==> src/rtl/cache_pkg.sv <==
// Shared types and line-geometry constants for the cache/memory arbiter.
package cache_pkg;

  typedef enum logic [1:0] {
    IDLE  = 2'd0,
    BURST = 2'd1,
    DONE  = 2'd2
  } state_t;

  typedef enum logic {
    OWNER_IC = 1'b0,
    OWNER_DC = 1'b1
  } owner_t;

  localparam int DEF_LINE_WORDS = 4;
  localparam int LINE_BYTES     = DEF_LINE_WORDS * 8;
  localparam int OFFSET_W       = $clog2(LINE_BYTES);
  localparam int BEAT_W         = $clog2(DEF_LINE_WORDS);

  // Geometry helpers so a top built with a non-default line size stays consistent
  function automatic int offset_w_of(input int line_words);
    return $clog2(line_words * 8);
  endfunction

  function automatic int beat_w_of(input int line_words);
    return $clog2(line_words);
  endfunction

endpackage

==> src/rtl/rr_arb2.sv <==
// Two-way round-robin arbiter; bit 0 is the I-cache, bit 1 the D-cache.
module rr_arb2 (
  input  logic       clk,
  input  logic       rst,
  input  logic [1:0] req,
  input  logic       advance,
  output logic [1:0] grant
);

  // Index of the most recent winner; reset to the I-cache so a first tie goes to the D-cache
  logic last;

  always_comb begin
    grant = req;
    if (req == 2'b11) begin
      grant = last ? 2'b01 : 2'b10;
    end
  end

  always_ff @(posedge clk) begin
    if (rst) begin
      last <= 1'b0;
    end else if (advance && (req != 2'b00)) begin
      last <= grant[1];
    end
  end

endmodule

==> src/rtl/cache_mem_arbiter.sv <==
// Shares one beat-oriented memory port between I-cache refills and D-cache refills/writebacks.
module cache_mem_arbiter
  import cache_pkg::*;
#(
  parameter int ADDR_W     = 64,
  parameter int DATA_W     = 64,
  parameter int LINE_WORDS = 4
) (
  input  logic              clk,
  input  logic              rst,
  input  logic              ic_req,
  input  logic [ADDR_W-1:0] ic_addr,
  output logic [DATA_W-1:0] ic_data,
  output logic              ic_beat,
  output logic              ic_refilled,
  input  logic              dc_req,
  input  logic              dc_we,
  input  logic [ADDR_W-1:0] dc_addr,
  input  logic [DATA_W-1:0] dc_wdata,
  output logic              dc_wnext,
  output logic [DATA_W-1:0] dc_data,
  output logic              dc_beat,
  output logic              dc_refilled,
  output logic              dc_write_finish,
  output logic              mem_req,
  output logic              mem_we,
  output logic [ADDR_W-1:0] mem_addr,
  output logic [DATA_W-1:0] mem_wdata,
  input  logic              mem_ack,
  input  logic [DATA_W-1:0] mem_rdata
);

  localparam int OFF_W = offset_w_of(LINE_WORDS);
  localparam int CNT_W = beat_w_of(LINE_WORDS);
  localparam logic [ADDR_W-1:0] BASE_MASK = {{(ADDR_W-OFF_W){1'b1}}, {OFF_W{1'b0}}};

  state_t            state, state_next;
  owner_t            owner;
  logic              we;
  logic [ADDR_W-1:0] base;
  logic [CNT_W-1:0]  beat;
  logic [1:0]        grant;
  logic              grant_fire;
  logic              last_beat;

  assign grant_fire = (state == IDLE) && (ic_req || dc_req);
  assign last_beat  = (beat == CNT_W'(LINE_WORDS - 1));

  rr_arb2 u_arb (
    .clk     (clk),
    .rst     (rst),
    .req     ({dc_req, ic_req}),
    .advance (grant_fire),
    .grant   (grant)
  );

  always_ff @(posedge clk) begin
    if (rst) begin
      state <= IDLE;
    end else begin
      state <= state_next;
    end
  end

  // Next state plus the purely state-decoded memory handshake and completion pulses
  always_comb begin
    state_next      = state;
    mem_req         = 1'b0;
    mem_we          = 1'b0;
    mem_addr        = '0;
    mem_wdata       = '0;
    dc_wnext        = 1'b0;
    ic_refilled     = 1'b0;
    dc_refilled     = 1'b0;
    dc_write_finish = 1'b0;
    case (state)
      IDLE: begin
        if (ic_req || dc_req) state_next = BURST;
      end
      BURST: begin
        mem_req  = 1'b1;
        mem_we   = we;
        mem_addr = base + {{(ADDR_W-CNT_W-3){1'b0}}, beat, 3'b000};
        if (we) mem_wdata = dc_wdata;
        dc_wnext = we && mem_ack;
        if (mem_ack && last_beat) state_next = DONE;
      end
      DONE: begin
        state_next = IDLE;
        if (owner == OWNER_IC) begin
          ic_refilled = 1'b1;
        end else if (we) begin
          dc_write_finish = 1'b1;
        end else begin
          dc_refilled = 1'b1;
        end
      end
      default: state_next = IDLE;
    endcase
  end

  // Transfer context and registered read-beat delivery; the beat counter wraps on the last ack
  always_ff @(posedge clk) begin
    if (rst) begin
      owner   <= OWNER_IC;
      we      <= 1'b0;
      base    <= '0;
      beat    <= '0;
      ic_data <= '0;
      dc_data <= '0;
      ic_beat <= 1'b0;
      dc_beat <= 1'b0;
    end else begin
      ic_beat <= 1'b0;
      dc_beat <= 1'b0;
      if (grant_fire) begin
        owner <= grant[1] ? OWNER_DC : OWNER_IC;
        we    <= grant[1] & dc_we;
        base  <= (grant[1] ? dc_addr : ic_addr) & BASE_MASK;
        beat  <= '0;
      end
      if ((state == BURST) && mem_ack) begin
        beat <= beat + 1'b1;
        if (!we) begin
          if (owner == OWNER_DC) begin
            dc_data <= mem_rdata;
            dc_beat <= 1'b1;
          end else begin
            ic_data <= mem_rdata;
            ic_beat <= 1'b1;
          end
        end
      end
    end
  end

endmodule

==> config.mk <==
export PLATFORM = sky130hd
export DESIGN_NAME = cache_mem_arbiter
export DESIGN_NICKNAME = d
export VERILOG_FILES = /design/src/rtl/cache_pkg.sv /design/src/rtl/rr_arb2.sv /design/src/rtl/cache_mem_arbiter.sv
export SDC_FILE = /design/constraint.sdc
export NUM_CORES = 1
export LEC_CHECK = 0
export ABC_CLOCK_PERIOD_IN_PS = 1700
export CELL_PAD_IN_SITES_DETAIL_PLACEMENT = 0
export CELL_PAD_IN_SITES_GLOBAL_PLACEMENT = 1
export CORE_AREA = 2 2 202 204
export DETAILED_ROUTE_END_ITERATION = 12
export DIE_AREA = 0 0 204 206
export HOLD_SLACK_MARGIN = 0.1
export PLACE_DENSITY = 0.71
export SYNTH_ARGS = -nofsm -noshare
export SYNTH_HDL_FRONTEND = slang
export SYNTH_HIERARCHICAL = 1
export SYNTH_SLANG_ARGS = --single-unit
==> constraint.sdc <==
create_clock -name clk -period 1.7 [get_ports clk]
set_input_delay 0.425 -clock clk [delete_from_list [all_inputs] [get_ports clk]]
set_output_delay 0.425 -clock clk [all_outputs]
set_load 0.02 [all_outputs]
==> out/results.ini, run 1 <==
[floorplanning]
die-area_um2=42000
io_pins=526
die_w_um=204
initial_core_util_pct=23.0
core_area_um2=40200
rows=74
dieHeight_um=206

[final_layout]
stdcell_area_um2=16600
final_cells=2001
layout-drive-gt1-share_pct=21.6
diodes=0
nNetsFinal=1719
seq_area_um2=3930
final_util_pct=41.2
nFillCells=3994
area_growth_pct=79.1
multi_input_area_um2=5110

[timing]
hold_viol=0
fin_crit_sh_pct=122
setup_ws_ns=-0.374
finClkSkew_ns=0.0111
setup_tns_ns=-41.88
slew_violations=0
fin_crit_ns=2.07
hold_ws_ns=0.286
timing.fmax_ghz=0.482
setup_violations=131
rsz0062_at_grt=true

[placement]
dpl.cell_count=1958
hpwl_um=26200
port_buffers=512
dpl_cell_area_um2=15300
gp_congestion=0.964

[hold_path]
min_to=we
hp-class=in2reg
min_from=rst
holdPathStages=2

[worst_setup_path]
path_cells=nor2b_4 -> clkbuf_16 -> clkbuf_16 -> and3_4 -> buf_6
crit_family=buffers and inverters
cp-start-kind=register
rr_startpoint=we
arrival_ns=1.65
slowest_delay_ns=0.32
cpMostUsedCell=clkbuf_16
criticalPathCategory=reg2out
crit_fanout=9
r2r_slack_ns=0.13
crit_slowest_cell=dfxtp_2
ff2ff_path_depth=6
rr_endpoint=dc_data[29]
cp_num_buf_inv=3
crit_required_ns=1.27
cp-end-kind=output port

[synth]
ys_warn_count=6
syn_area_per_cell_um2=9.67
syn_inst=956
syn_area_um2=9240

[outcome]
status=complete, but fails checks
violations=setup timing

[power_and_ir_drop]
swShare_pct=27.5
p_sw_mw=3.32
power.density_nw_per_um2=729
p_clk_share_pct=36.4
pwr-share-seq_pct=41.1
irDropWorstVdd_uv=493
combPwrFrac_pct=22.5
internal_power_mw=8.75
leakage_nw=9.13

[drt]
routed_via_density=4.32
wl_per_cell_um=17.9
ant_nets=0
drcViolationCount=0
drt_wl_total_um=35900
via_count=8653
first_pass_iters=4
drt_iter0_markers=256

[global_route]
antenna_found_initial=0
grt_pass1_vias=8467
grt_max_degree=85
grt_pass1_wl_um=50400
globalRouteOverflowTotal=0
grt_usage_pct=15.7

[clock_network]
cts_tree=yes
cts_root_buf=clkbuf_16
cts.sinks=196
clk_pin_slew_ns=0.07
insertion_delay_ns=0.45
cts_buffer_depth=2
cts-htree-levels=4
cts_buffers=17

[run]
cap_violations=0

## power groups by stage
stage	logic (mW)	clock network [mW]	registers, mW
floorplan	1.09	0	5.16
global placement	2.58	0	5.06
detailed placement	2.59	0	5.07
CTS	2.57	4.55	4.97
global route	2.90	4.72	5.00
finish	2.71	4.39	4.96
## how the worst max path moves through the flow
stage,from,end,depth (start not counted)
global route,state[0],mem_wdata[15],5
CTS,state[0],mem_wdata[27],5
finish,state[0],mem_wdata[50],5
floorplan,state[0],mem_wdata[10],4
global placement,dc_wdata[55],mem_wdata[55],3
detailed placement,dc_wdata[55],mem_wdata[55],3
## cells in the final DEF (no fill, tap or decap), types with 4 or more instances in the layout
cell	count
nor2_4	6
and2_4	20
and3_4	10
a21oi_1	63
and3_2	42
and3_1	13
clkbuf_16	23
clkdlybuf4s50_1	250
mux2i_1	187
buf_4	58
nand2b_1	192
buf_12	15
dfxtp_1	193
buf_6	88
a211oi_1	59
inv_6	4
clkbuf_2	5
buf_2	17
dlymetal6s2s_1	130
and2_1	42
## registers in the layout, indices dropped and copies added (netlist names)
| name | count |
|---|---|
| ic_data | 64 |
| base | 59 |
| u_arb/last | 1 |
| we | 1 |
| dc_beat | 1 |
| beat | 2 |
| dc_data | 64 |
| owner | 1 |
| state | 2 |
| ic_beat | 1 |
## layout make-up
class                   instances  area share [%]
repair buffers                574            37.6
multi-input cells             667            30.9
flip-flops and latches        196            23.7
well taps                     532            4.02
clock buffers                  19            2.68
clock inverters                13            1.13
## worst register-to-register path: stages (launching register included)
cell and delay [ns]:
dfxtp_4 0.37, buf_4 0.16, nand2b_4 0.16, buf_4 0.14, nor2_4 0.18, buf_4 0.26, mux2i_1 0.22
## stage by stage
stage               setup slack, ns  total power [mW]
finish                       -0.374              12.1
global route                 -0.462              12.6
CTS                          -0.483              12.1
detailed placement           -0.483              7.66
global placement             -0.482              7.64
floorplan                   0.00442              6.25
## per-layer routing
metal	global-route usage [%]	routed length (um)	up-vias	part of all wire, %
li1	-	-	4290	-
met1	19.2	15800	3998	44
met2	25.7	16500	339	46
met3	5.68	3080	26	8.6
met4	4.50	509	0	1.4
met5	0	0	-	0
## what timing repair did
| action | in CTS | in global routing |
|---|---|---|
| endpoints found under the setup margin | 261 | 269 |
| hold buffers | 0 | 0 |
| pin swaps | 1 | 5 |
| setup buffers | 0 | 3 |
| cloned | 0 | 9 |
| gates resized for setup | 505 | 366 |
Note: power is estimated with default switching activity, not from simulation.
==> run 2: changes to the inputs <==
--- a/config.mk
+++ b/config.mk
@@ -5,14 +5,15 @@
 export SDC_FILE = /design/constraint.sdc
 export NUM_CORES = 1
 export LEC_CHECK = 0
-export ABC_CLOCK_PERIOD_IN_PS = 1700
+export ABC_CLOCK_PERIOD_IN_PS = 1800
+export CAP_MARGIN = 40
 export CELL_PAD_IN_SITES_DETAIL_PLACEMENT = 0
 export CELL_PAD_IN_SITES_GLOBAL_PLACEMENT = 1
 export CORE_AREA = 2 2 202 204
 export DETAILED_ROUTE_END_ITERATION = 12
 export DIE_AREA = 0 0 204 206
 export HOLD_SLACK_MARGIN = 0.1
-export PLACE_DENSITY = 0.71
+export PLACE_DENSITY = 0.74
 export SYNTH_ARGS = -nofsm -noshare
 export SYNTH_HDL_FRONTEND = slang
 export SYNTH_HIERARCHICAL = 1
==> constraint.sdc (replaced) <==
create_clock -name clk -period 1.8 [get_ports clk]
set_input_delay 0.45 -clock clk [delete_from_list [all_inputs] [get_ports clk]]
set_output_delay 0.45 -clock clk [all_outputs]
set_load 0.02 [all_outputs]
==> run 2 against run 1 <==
  * The flow still finishes with violations (setup timing)
  * Highest routed layer unchanged
  * Sequential power shrank 5.4%
  * Worst hold slack improved by 0.18 ns
  * Largest cell class unchanged
  * Critical path type unchanged
  * First-iteration DRC count increased by 41%
  * Count of clock-buffer cells in the layout up 1
  * Wire length grew 0.87%
  * Clock power shrank 3%
  * Core utilization increased by 0.87 points
  * Critical path depth rose by 2
  * Via count grew 1.6%
==> out/results.ini, run 2 (synthesis results as in run 1) <==
[floorplanning]
dieHeight_um=206  ; unchanged
io_pins=526  ; unchanged
die_w_um=204  ; unchanged
core_area_um2=40200  ; unchanged
rows=74  ; unchanged
initial_core_util_pct=23.0  ; unchanged
die-area_um2=42000  ; unchanged

[final_layout]
seq_area_um2=3930  ; about the same
reg_top3=dc_data (64), ic_data (64), base (59)
final_cell_mix=clkdlybuf4s50_1, nand2b_1, dfxtp_1
area_growth_pct=82.9
diodes=0  ; unchanged
final_cells=2023  ; +1.1%
layout-drive-gt1-share_pct=21.0  ; -0.59 points
nNetsFinal=1741  ; +1.3%
nFillCells=3946  ; -1.2%
multi_input_area_um2=5120  ; +0.27%
final_common_cell=clkdlybuf4s50_1

[power_and_ir_drop]
irDropWorstVdd_uv=531  ; +7.6%
leakage_nw=9.27  ; +1.6%
power.density_nw_per_um2=691  ; -5.2%

[worst_setup_path]
cpMostUsedCell=buf_6
arrival_ns=1.70  ; +0.05 ns
crit_cells=7  ; +2
crit_required_ns=1.35  ; +0.08 ns
criticalPathCategory=reg2out
crit_slowest_cell=dfxtp_2
crit_fanout=6  ; -3
path_cells=nor2b_4 -> buf_6 -> buf_12 -> buf_16 -> buf_8 -> and3_4 -> buf_6
r2r_slack_ns=0.09  ; -0.04 ns
cp-end-kind=output port
cp_num_buf_inv=5  ; +2
ff2ff_path_depth=5  ; -1
slowest_delay_ns=0.32  ; about the same
crit_family=buffers and inverters
cp-start-kind=register

[clock_network]
ctsHoldBuffers=0  ; unchanged
cts-htree-levels=4  ; unchanged
cts_buffer_depth=2  ; unchanged
cts_tree=yes
clk_pin_slew_ns=0.07  ; about the same
cts_root_buf=clkbuf_16
cts_buffers=17  ; unchanged
insertion_delay_ns=0.45  ; about the same
cts.sinks=196  ; unchanged

[timing]
setup_tns_ns=-32.00  ; +9.88 ns
finClkSkew_ns=0.00983  ; -0.00128 ns
rsz0062_at_grt=true
setup_violations=129  ; -1.5%
slew_violations=0  ; unchanged
setup_ws_ns=-0.346  ; +0.0288 ns
fin_crit_ns=2.15
fin_crit_sh_pct=119
hold_viol=0  ; unchanged
timing.fmax_ghz=0.466

[global_route]
globalRouteOverflowTotal=0  ; unchanged
antenna_found_initial=0  ; unchanged
grt_usage_pct=16.3  ; +0.65 points
grt_pass1_vias=8675  ; +2.5%
grt_pass1_wl_um=52400  ; +4.1%
grt_max_degree=53  ; -38%

[drt]
drcViolationCount=0  ; unchanged
first_pass_iters=6  ; +2
via_count=8793  ; +1.6%
drt_iter0_markers=360  ; +41%
routed_via_density=4.35  ; +0.51%
drt_wl_total_um=36200  ; +0.87%
wl_per_cell_um=17.9  ; -0.23%
ant_nets=0  ; unchanged

[hold_path]
hp-class=reg2reg
holdPathStages=2  ; unchanged

[run]
cap_violations=0  ; unchanged

[placement]
hpwl_um=25800  ; -1.5%
port_buffers=512  ; unchanged
gp_congestion=0.910  ; -5.6%
dpl.cell_count=1970  ; +0.61%

[outcome]
status=complete, but fails checks
violations=setup timing

[run 2: where the power goes]
| group | total, mW | internal, mW | switching (mW) |
|---|---|---|---|
| Combinational | 2.72 | 1.52 | 1.20 |
| Clock | 4.27 | 2.44 | 1.84 |
| Sequential | 4.69 | 4.57 | 0.118 |
| Total | 11.7 | 8.53 | 3.15 |
[run 2: worst min-delay path, cell delays in order, from the launching register on]
cell	delay [ns]
dfxtp_1	0.31
nand2b_1	0.06
mux2i_1	0.06
[run 2: worst paths after layout]
kind	startpoint	to
max	state[0]	mem_wdata[52]
min	ic_data[9]	ic_data[9]
max reg2reg	we	ic_data[50]
min reg2reg	ic_data[9]	ic_data[9]
[run 2: layer usage]
layer	up-vias	part of all wire [%]	wire [um]	GRT usage [%]
met2	346	46	16700	26.6
met3	27	9.2	3320	5.64
li1	4342	-	-	-
met1	4078	43	15700	20.4
met4	0	1.4	505	4.43
met5	-	0	0	0
[run 2: final cells by class]
cell class                 instances  share of cell area [%]
tap                              532                    3.94
timing repair buffer             596                    38.7
clock buffer                      20                    2.70
multi-input combinational        667                    30.3
clock inverter                    12                    1.12
sequential                       196                    23.3
[run 2: what timing repair did]
item,CTS,global route
endpoints found under the setup margin,261,261
cloned,8,2
resized for setup,676,247
endpoints found under the hold margin,0,0
pin swaps,2,9
setup buffers,5,9
[run 2: through the flow]
stage / utilization (%) / setup slack [ns] / instance area [um^2] / power, mW / hold WS (ns)
2_1_floorplan: - / 0.0510 / 9250 / 5.90 / 0.481
3_5_place_dp: 38.1 / -0.394 / 15300 / 7.27 / 0.461
4_1_cts: 40.0 / -0.348 / 16100 / 11.8 / 0.475
3_3_place_gp: 38.1 / -0.403 / 15300 / 7.24 / 0.456
5_1_grt: 42.1 / -0.409 / 16900 / 12.2 / 0.487
6_report: 42.1 / -0.346 / 16900 / 11.7 / 0.470
==> run 3: changes to the inputs <==
--- a/config.mk
+++ b/config.mk
@@ -7,13 +7,11 @@
 export LEC_CHECK = 0
 export ABC_CLOCK_PERIOD_IN_PS = 1800
 export CAP_MARGIN = 40
-export CELL_PAD_IN_SITES_DETAIL_PLACEMENT = 0
-export CELL_PAD_IN_SITES_GLOBAL_PLACEMENT = 1
-export CORE_AREA = 2 2 202 204
+export CORE_AREA = 2 2 203 205
 export DETAILED_ROUTE_END_ITERATION = 12
-export DIE_AREA = 0 0 204 206
+export DIE_AREA = 0 0 205 207
 export HOLD_SLACK_MARGIN = 0.1
-export PLACE_DENSITY = 0.74
+export PLACE_DENSITY = 0.56
 export SYNTH_ARGS = -nofsm -noshare
 export SYNTH_HDL_FRONTEND = slang
 export SYNTH_HIERARCHICAL = 1
==> run 3 against run 2 <==
  * The run still ends with setup timing left
  * Clock power is 9.4% lower
  * Largest cell class unchanged
  * Sequential share of layout area grew 0.79 points
  * Non-clock buffer count shrank 12
  * Largest power group unchanged
  * Sequential power barely moved
  * Cell count down 0.59%
  * Register-to-register slack got worse by 0.02 ns
==> out/results.ini, run 3 (synthesis results as in run 1) <==
[global_route]
grt_pass1_wl_um=54600  ; +4.2%
globalRouteOverflowTotal=0  ; unchanged
grt_max_degree=58  ; +9.4%
grt_pass1_vias=8906  ; +2.7%
antenna_found_initial=2  ; +2
grt_usage_pct=16.8  ; +0.52 points

[placement]
dpl.cell_count=1958  ; -0.61%
dpl_cell_area_um2=15200  ; -0.47%
port_buffers=512  ; unchanged
gp_congestion=0.861  ; -5.3%
hpwl_um=26200  ; +1.5%

[final_layout]
final_cell_mix=clkdlybuf4s50_1, nand2b_1, dfxtp_1
reg_top3=dc_data (64), ic_data (64), base (59)
area_growth_pct=76.9
layout-drive-gt1-share_pct=21.0  ; about the same
multi_input_area_um2=5170  ; +0.85%
final_common_cell=clkdlybuf4s50_1
nNetsFinal=1729  ; -0.69%
nFillCells=4129  ; +4.6%
seq_area_um2=3930  ; unchanged
final_cells=2011  ; -0.59%
stdcell_area_um2=16300  ; -3.3%

[drt]
drt_iter0_markers=276  ; -23%
drcViolationCount=0  ; unchanged
ant_nets=0  ; unchanged
drt_wl_total_um=36800  ; +1.7%
via_count=8673  ; -1.4%
routed_via_density=4.31  ; -0.78%
wl_per_cell_um=18.3  ; +2.4%
first_pass_iters=4  ; -2

[worst_setup_path]
r2r_slack_ns=0.07  ; -0.02 ns
rr_startpoint=state[0]
arrival_ns=1.68  ; -0.02 ns
criticalPathCategory=reg2out
cp-end-kind=output port
critPathLaunch=state[0]
cp-start-kind=register
crit_fanout=19  ; +13
crit_required_ns=1.35  ; about the same
ff2ff_path_depth=9  ; +4
rr_endpoint=dc_data[10]
timing.critical_path.to=mem_wdata[29]

[floorplanning]
io_pins=526  ; unchanged
initial_core_util_pct=22.9  ; -0.11 points
die_w_um=205  ; +0.49%
dieHeight_um=207  ; +0.49%
die-area_um2=42400  ; +0.98%
rows=74  ; unchanged
core_area_um2=40400  ; +0.46%

[clock_network]
cts_buffers=17  ; unchanged
cts_buffer_depth=2  ; unchanged
clk_pin_slew_ns=0.07  ; about the same
cts.sinks=196  ; unchanged
insertion_delay_ns=0.44  ; about the same
ctsHoldBuffers=0  ; unchanged
cts_tree=yes
cts_root_buf=clkbuf_16
cts-htree-levels=4  ; unchanged

[timing]
rsz0062_at_grt=true
fin_crit_sh_pct=119  ; -0.65 points
fin_crit_ns=2.13  ; -0.0117 ns
finClkSkew_ns=0.00686  ; -0.00298 ns
setup_ws_ns=-0.334  ; +0.0117 ns
slew_violations=0  ; unchanged
hold_viol=0  ; unchanged
timing.fmax_ghz=0.469  ; +0.55%
setup_violations=131  ; +1.6%

[outcome]
violations=setup timing
status=complete, but fails checks

[hold_path]
hp-class=in2reg

[power_and_ir_drop]
power.density_nw_per_um2=685  ; -0.86%
irDropWorstVdd_uv=590  ; +11%
leakage_nw=7.46  ; -20%

[run]
cap_violations=0  ; unchanged

[run 3: changes by cell type in the layout (fill, tap and decap cells not counted), sizes merged, moves of 3 or more]
| cell | change |
|---|---|
| buf | -9 |
| clkbuf | -3 |
| dlygate4sd2 | +130 |
| dlymetal6s2s | -130 |
| clkinvlp | +3 |
| inv | -3 |
[run 3: worst min path at each step]
stage | from | endpoint | slack (ns) | depth (start not counted)
after floorplan | beat[1] | beat[1] | 0.48 | 2
after CTS | rst | base[9] | 0.38 | 2
final | rst | base[9] | 0.39 | 2
after detailed placement | dc_data[36] | dc_data[36] | 0.46 | 2
after global routing | rst | base[9] | 0.39 | 2
after global placement | dc_data[42] | dc_data[42] | 0.46 | 2
[run 3: routing by layer]
layer	vias up	GRT usage [%]	part of all wire, %
li1	4303	-	-
met4	0	4.42	1.5
met5	-	0	0
met2	314	27.4	47
met3	26	6.01	8.3
met1	4030	21.0	43
[run 3: what timing repair did]
action,4_1_cts,5_1_grt
cloned,8,1
setup endpoints to repair,261,172
pin swaps,16,9
setup buffers,13,2
resized for setup,887,46
[run 3: metrics by stage]
step | hold WS [ns] | setup WS, ns | setup TNS (ns) | utilization (%) | total power, mW
finish | 0.386 | -0.334 | -33.22 | 40.5 | 11.2
global route | 0.385 | -0.424 | -44.36 | 40.5 | 11.7
CTS | 0.375 | -0.364 | -38.06 | 40.2 | 11.4
detailed placement | 0.461 | -0.441 | -81.19 | 37.8 | 7.25
global placement | 0.457 | -0.426 | -78.72 | 37.8 | 7.23
floorplan | 0.481 | 0.0510 | 0 | - | 5.90
[run 3: area by class of cell]
| type | instances | share of cell area (%) |
|---|---|---|
| Antenna cell | 1 | 0.0153 |
| Sequential cell | 196 | 24.0 |
| Clock buffer | 21 | 2.82 |
| Tap cell | 532 | 4.07 |
| Clock inverter | 10 | 0.750 |
| Timing Repair Buffer | 584 | 36.7 |
| Multi-Input combinational cell | 667 | 31.6 |
[run 3: report_power, final]
group          leakage, nW  internal (mW)  switching, mW
logic                 5.58           1.45           1.19
clock network        0.277           2.13           1.74
registers             1.60           4.57          0.125
[run 3: critical path, stage by stage, from the launching register on]
cell	delay [ns]
dfxtp_2	0.33
nor2b_4	0.17
buf_12	0.15
buf_12	0.12
buf_16	0.15
and3_1	0.19
buf_6	0.12
